## config.mk

```make
export PLATFORM = sky130hd
export DESIGN_NAME = prog_loader
export DESIGN_NICKNAME = d
export VERILOG_FILES = /design/src/rtl/prog_loader.sv
export SDC_FILE = /design/constraint.sdc
export NUM_CORES = 1
export LEC_CHECK = 0
export CAP_MARGIN = 15
export CORE_UTILIZATION = 50
export CTS_BUF_LIST = sky130_fd_sc_hd__clkbuf_2
export DETAILED_ROUTE_END_ITERATION = 16
export PLACE_DENSITY = 0.86
export SLEW_MARGIN = 15
export SYNTH_ARGS = -nofsm -noshare
export SYNTH_HDL_FRONTEND = slang
export SYNTH_SLANG_ARGS = --single-unit
```

## constraint.sdc

```tcl
create_clock -name clk -period 5.79 [get_ports clk]
set_clock_uncertainty 0.15 [all_clocks]
set_input_delay 0.8685 -clock clk [delete_from_list [all_inputs] [get_ports clk]]
set_output_delay 0.8685 -clock clk [all_outputs]
set_load 0.01 [all_outputs]
```

## src/rtl/prog_loader.sv

```systemverilog
// rtl/prog_loader.sv - boot-time loader: byte stream (count + words) into instr_mem, holds core until done
module prog_loader #(
  parameter int          DEPTH_WORDS = 64,
  parameter logic [31:0] BASE_ADDR   = 32'h0
) (
  input  logic        clk,
  input  logic        areset,
  input  logic        start,
  input  logic [7:0]  s_data,
  input  logic        s_valid,
  output logic        s_ready,
  output logic        im_we,
  output logic [31:0] im_addr,
  output logic [31:0] im_wdata,
  output logic        core_hold,
  output logic        done,
  output logic        err,
  output logic [31:0] words_loaded
);

  typedef enum logic [2:0] {
    S_IDLE, S_HDR, S_DATA, S_WRITE, S_DONE, S_ERR
  } state_t;

  state_t      state, state_nxt;
  logic [1:0]  byte_idx;
  logic [31:0] shift_reg;
  logic [31:0] n_words;
  logic        xfer;
  logic        last_byte;
  logic [31:0] assembled;
  logic        enter_hdr;

  assign xfer      = s_valid & s_ready;
  assign last_byte = xfer && (byte_idx == 2'd3);
  // Bytes arrive LSB-first, so each new byte enters at the top and shifts down.
  assign assembled = {s_data, shift_reg[31:8]};
  assign enter_hdr = (state_nxt == S_HDR) && (state != S_HDR);

  always_comb begin
    state_nxt = state;
    case (state)
      S_IDLE, S_DONE, S_ERR: if (start) state_nxt = S_HDR;
      S_HDR: if (last_byte) begin
        if (assembled == 32'd0 || assembled > 32'(DEPTH_WORDS)) state_nxt = S_ERR;
        else                                                     state_nxt = S_DATA;
      end
      S_DATA:  if (last_byte) state_nxt = S_WRITE;
      S_WRITE: state_nxt = (words_loaded + 32'd1 == n_words) ? S_DONE : S_DATA;
      default: state_nxt = S_IDLE;
    endcase
  end

  always_ff @(posedge clk or posedge areset) begin
    if (areset) begin
      state <= S_IDLE;
    end else begin
      state <= state_nxt;
    end
  end

  // Outputs are registered from the next state so they line up with the state they describe.
  always_ff @(posedge clk or posedge areset) begin
    if (areset) begin
      s_ready      <= 1'b0;
      im_we        <= 1'b0;
      im_addr      <= BASE_ADDR;
      im_wdata     <= 32'd0;
      core_hold    <= 1'b1;
      done         <= 1'b0;
      err          <= 1'b0;
      words_loaded <= 32'd0;
      byte_idx     <= 2'd0;
      shift_reg    <= 32'd0;
      n_words      <= 32'd0;
    end else begin
      s_ready <= (state_nxt == S_HDR) || (state_nxt == S_DATA);
      im_we   <= (state_nxt == S_WRITE);

      if (xfer) begin
        shift_reg <= assembled;
        byte_idx  <= byte_idx + 2'd1;
      end
      if (state == S_HDR && last_byte) n_words <= assembled;

      if (state_nxt == S_WRITE && state != S_WRITE) begin
        im_addr  <= BASE_ADDR + (words_loaded << 2);
        im_wdata <= assembled;
      end
      if (state == S_WRITE) words_loaded <= words_loaded + 32'd1;

      if (state_nxt == S_DONE && state != S_DONE) begin
        done      <= 1'b1;
        core_hold <= 1'b0;
      end
      if (state_nxt == S_ERR && state != S_ERR) err <= 1'b1;

      if (enter_hdr) begin
        done         <= 1'b0;
        err          <= 1'b0;
        words_loaded <= 32'd0;
        byte_idx     <= 2'd0;
        core_hold    <= 1'b1;
      end
    end
  end

endmodule

```

==> results.yml <==
synth:
  yosys.cell_types.count: 46
  synthSimpleGateAreaFrac: 0.124
  synth-adder-area-share: 0.00337
  area_fraction_of_the_dominant_cell_type_after_synthesis: 0.536
  synthFlopType: "sky130_fd_sc_hd__dfrtp_1"
  synth.cell_area_mm2: 0.00742
  postSynthCellCount: 632
  synth-compound-area-share: 0.0413
  yosysMostFrequentCell: "sky130_fd_sc_hd__dfrtp_1"
  synth_area_leader_cell: "sky130_fd_sc_hd__dfrtp_1"
  yosysSeqAreaShare: 0.540
  post_synth.cell_area_avg_um2: 11.7
  async_flop_share: 1.00
  ys_top_cells_by_area: "sky130_fd_sc_hd__dfrtp_1 (54%), sky130_fd_sc_hd__mux2_2 (18%), sky130_fd_sc_hd__xnor2_1 (6.3%)"
  number_of_synthesized_flops_with_an_enable_pin: 0
  synth_top_family_by_area: "multiplexers"
  synth_warn: 0
  ys_seq_elements: 160
  synth_commonest_cells: "sky130_fd_sc_hd__dfrtp_1 (159), sky130_fd_sc_hd__mux2_2 (117), sky130_fd_sc_hd__xnor2_1 (53)"
  synthXorXnorAreaFrac: 0.0862
  synth_mux_area_frac: 0.178
setup_path:
  timing.critical_path.arrival_ps: 4210
  regToRegStartpoint: "words_loaded[0]$_DFFE_PP0P_"
  crit-reg2reg-capture: "core_hold$_DFFE_PP1P_"
  r2r.worst_path.cells: 9
  cp-end-kind: "flip-flop"
  ff2ff_setup_slack_ps: 2170
  cp.required_ps: 6370
  worst-path-max-fanout: 11
  startpoint_type: "flip-flop"
  worstSetupPathType: "reg -> reg"
die:
  core-area_mm2: 0.0145
  i_o_pins: 113
  rows: 44
  dieArea_mm2: 0.0153
  die-height_um: 124
  floorplan.initialDensity: 0.512
  fp.dieW_um: 124
routing:
  drt_pass1_iterations: 5
  drc_errors: 0
  finalWirelength_um: 17000
  avgViaCountPerCell: 5.64
  routedWlPerCell_um: 18.4
  final_antenna_net_count: 0
  drt_iter0_markers: 367
  dr_total_vias: 5212
cts:
  clock_tree.root_cell: "sky130_fd_sc_hd__clkbuf_2"
  postCtsHoldBufs: 0
  cts_tree: "done"
  clock_pin_slew_of_the_registers_on_the_worst_case_setup_and_hold_paths_ps: 260
  cts-htree-levels: 4
  tritoncts.num_buffers: 17
  worst_skew_pair.late_latency_ps: 750
  cts_buffer_depth: 2
  cts_setup_buffers: 0
  cts-resized-gates: 0
  tritoncts_num_sinks: 160
sta:
  relSlewSlack: 0.386
  rsz_0062_raised_after_global_routing: "false"
  maxClockFrequency_mhz: 276
  holdWs_ps: 228
  finalSetupViolations: 0
  fin_crit_share: 0.626
  tightest_slew_ps: 919
  shortest_clock_period_the_worst_path_allows_after_layout_ps: 3620
  timing_hold_violations_final: 0
  timing.final.max_slew_violations: 0
  total_neg_setup_slack_ps: 0
power:
  internal_pwr_total_uw: 2260
  total_power_uw: 3620
  combinationalPowerShare: 0.308
  power_frac_clock: 0.178
  powerDensity_mw_per_mm2: 406
  swShare: 0.375
  ir_worst_vdd_mv: 0.192
  netSwitchingPower_uw: 1360
  lkg_pwr_uw: 0.00372
  part_of_the_total_power_dissipated_in_sequential_elements: 0.513
cells_and_area:
  final_layout_size_suffix_gt1_frac: 0.222
  fin_nets: 740
  syn_to_final_growth_pct: 20.2
  top_regs: "im_wdata: 32 flops, n_words: 32 flops, words_loaded: 32 flops"
global_route:
  gr-usage-met2: 0.361
  globalRouteMet1Util: 0.341
  pin_count_of_the_biggest_net_entering_global_routing: 121
  gr_usage_total: 0.238
  top_usage_layer: "met2"
  gr-usage-met3: 0.0435
  overflow: 0
  via_count_of_the_first_global_routing_pass: 4949
  grt_pass1_wl_um: 27000
  antenna_violations_before_repair: 1
job:
  max_cap_violations: 0
placed_design:
  dp_hpwl_um: 12000
  global_placement_routability_congestion: 0.796
  port_buffers: 110
min_path:
  worst_hold_path_type: "in -> async"
outcome:
  run_status: "completed"
power by group through the flow:
stage	clock [uW]	sequential, uW	combinational (uW)
floorplan	0	1680	835
global route	707	1900	1220
finish	646	1860	1120
global placement	0	1860	1070
detailed placement	0	1880	1110
CTS	664	1850	1120
stage by stage:
| step | cells | cell area (um2) | util | worst slack (ps) |
|---|---|---|---|---|
| 4_1_cts | 922 | 8890 | 0.614 | 2180 |
| 3_5_place_dp | 890 | 8630 | 0.596 | 2100 |
| 5_1_grt | 924 | 8920 | 0.616 | 1930 |
| 3_3_place_gp | 890 | 8630 | 0.596 | 2220 |
| 2_1_floorplan | 633 | 7420 | - | 453 |
| 6_report | 924 | 8920 | 0.616 | 2170 |
worst max path at each step:
| stage | startpoint | endpoint | cells after the start |
|---|---|---|---|
| after floorplan | areset | byte_idx[0]$_DFFE_PP0P_ | 1 |
| after global placement | s_valid | n_words[19]$_DFFE_PP0P_ | 8 |
| after detailed placement | s_valid | n_words[25]$_DFFE_PP0P_ | 8 |
| after CTS | words_loaded[0]$_DFFE_PP0P_ | done$_DFFE_PP0P_ | 9 |
| after global routing | words_loaded[0]$_DFFE_PP0P_ | done$_DFFE_PP0P_ | 9 |
| final | words_loaded[0]$_DFFE_PP0P_ | core_hold$_DFFE_PP1P_ | 9 |
cell families (layout without fill, tap and decap cells):
| logic type | after synthesis | after routing |
|---|---|---|
| muxes | 117 | 117 |
| DFF | 160 | 160 |
| AOI/OAI and AO/OA | 53 | 53 |
| and+or+nand+nor | 178 | 178 |
| adders and majority gates | 2 | 2 |
| xor gates and xnor gates | 73 | 73 |
| other | 1 | 3 |
| buffers and inverters | 48 | 154 |
layer usage:
layer	up-vias	part of all wire
li1	2420	-
met1	2607	0.47
met2	168	0.47
met3	17	0.045
met4	0	0.013
met5	-	0
cells in the final DEF, fill, tap and decap left out, types with 13 or more instances in the layout:
master	n
sky130_fd_sc_hd__xnor2_1	53
sky130_fd_sc_hd__mux2_2	117
sky130_fd_sc_hd__nor3_1	18
sky130_fd_sc_hd__nand2_1	35
sky130_fd_sc_hd__clkdlybuf4s50_1	110
sky130_fd_sc_hd__nor2_1	43
sky130_fd_sc_hd__dfrtp_1	159
sky130_fd_sc_hd__clkbuf_2	17
sky130_fd_sc_hd__a21oi_1	17
sky130_fd_sc_hd__or3_1	13
sky130_fd_sc_hd__nand3_1	15
sky130_fd_sc_hd__xor2_1	20
sky130_fd_sc_hd__o21ai_0	19
worst max-delay path: stages, from the launching register on:
cell	delay (ps)
sky130_fd_sc_hd__dfrtp_1	550
sky130_fd_sc_hd__ha_1	250
sky130_fd_sc_hd__nand3_1	320
sky130_fd_sc_hd__or4_1	800
sky130_fd_sc_hd__or3_1	410
sky130_fd_sc_hd__a21oi_1	150
sky130_fd_sc_hd__a211oi_1	90
sky130_fd_sc_hd__nor4_2	430
sky130_fd_sc_hd__nand4_1	240
sky130_fd_sc_hd__a21o_1	240
area by class of cell:
cell class                      instances  area [um2]
Clock buffer                           17        85.1
Multi-Input combinational cell        425        3230
Antenna cell                            1        2.50
Tap cell                              184         230
Clock inverter                         15         173
Fill cell                            1149        5560
Timing Repair Buffer                  115        1160
Inverter                                7        31.3
Sequential cell                       160        4010
Power figures use the tool's default switching activity.
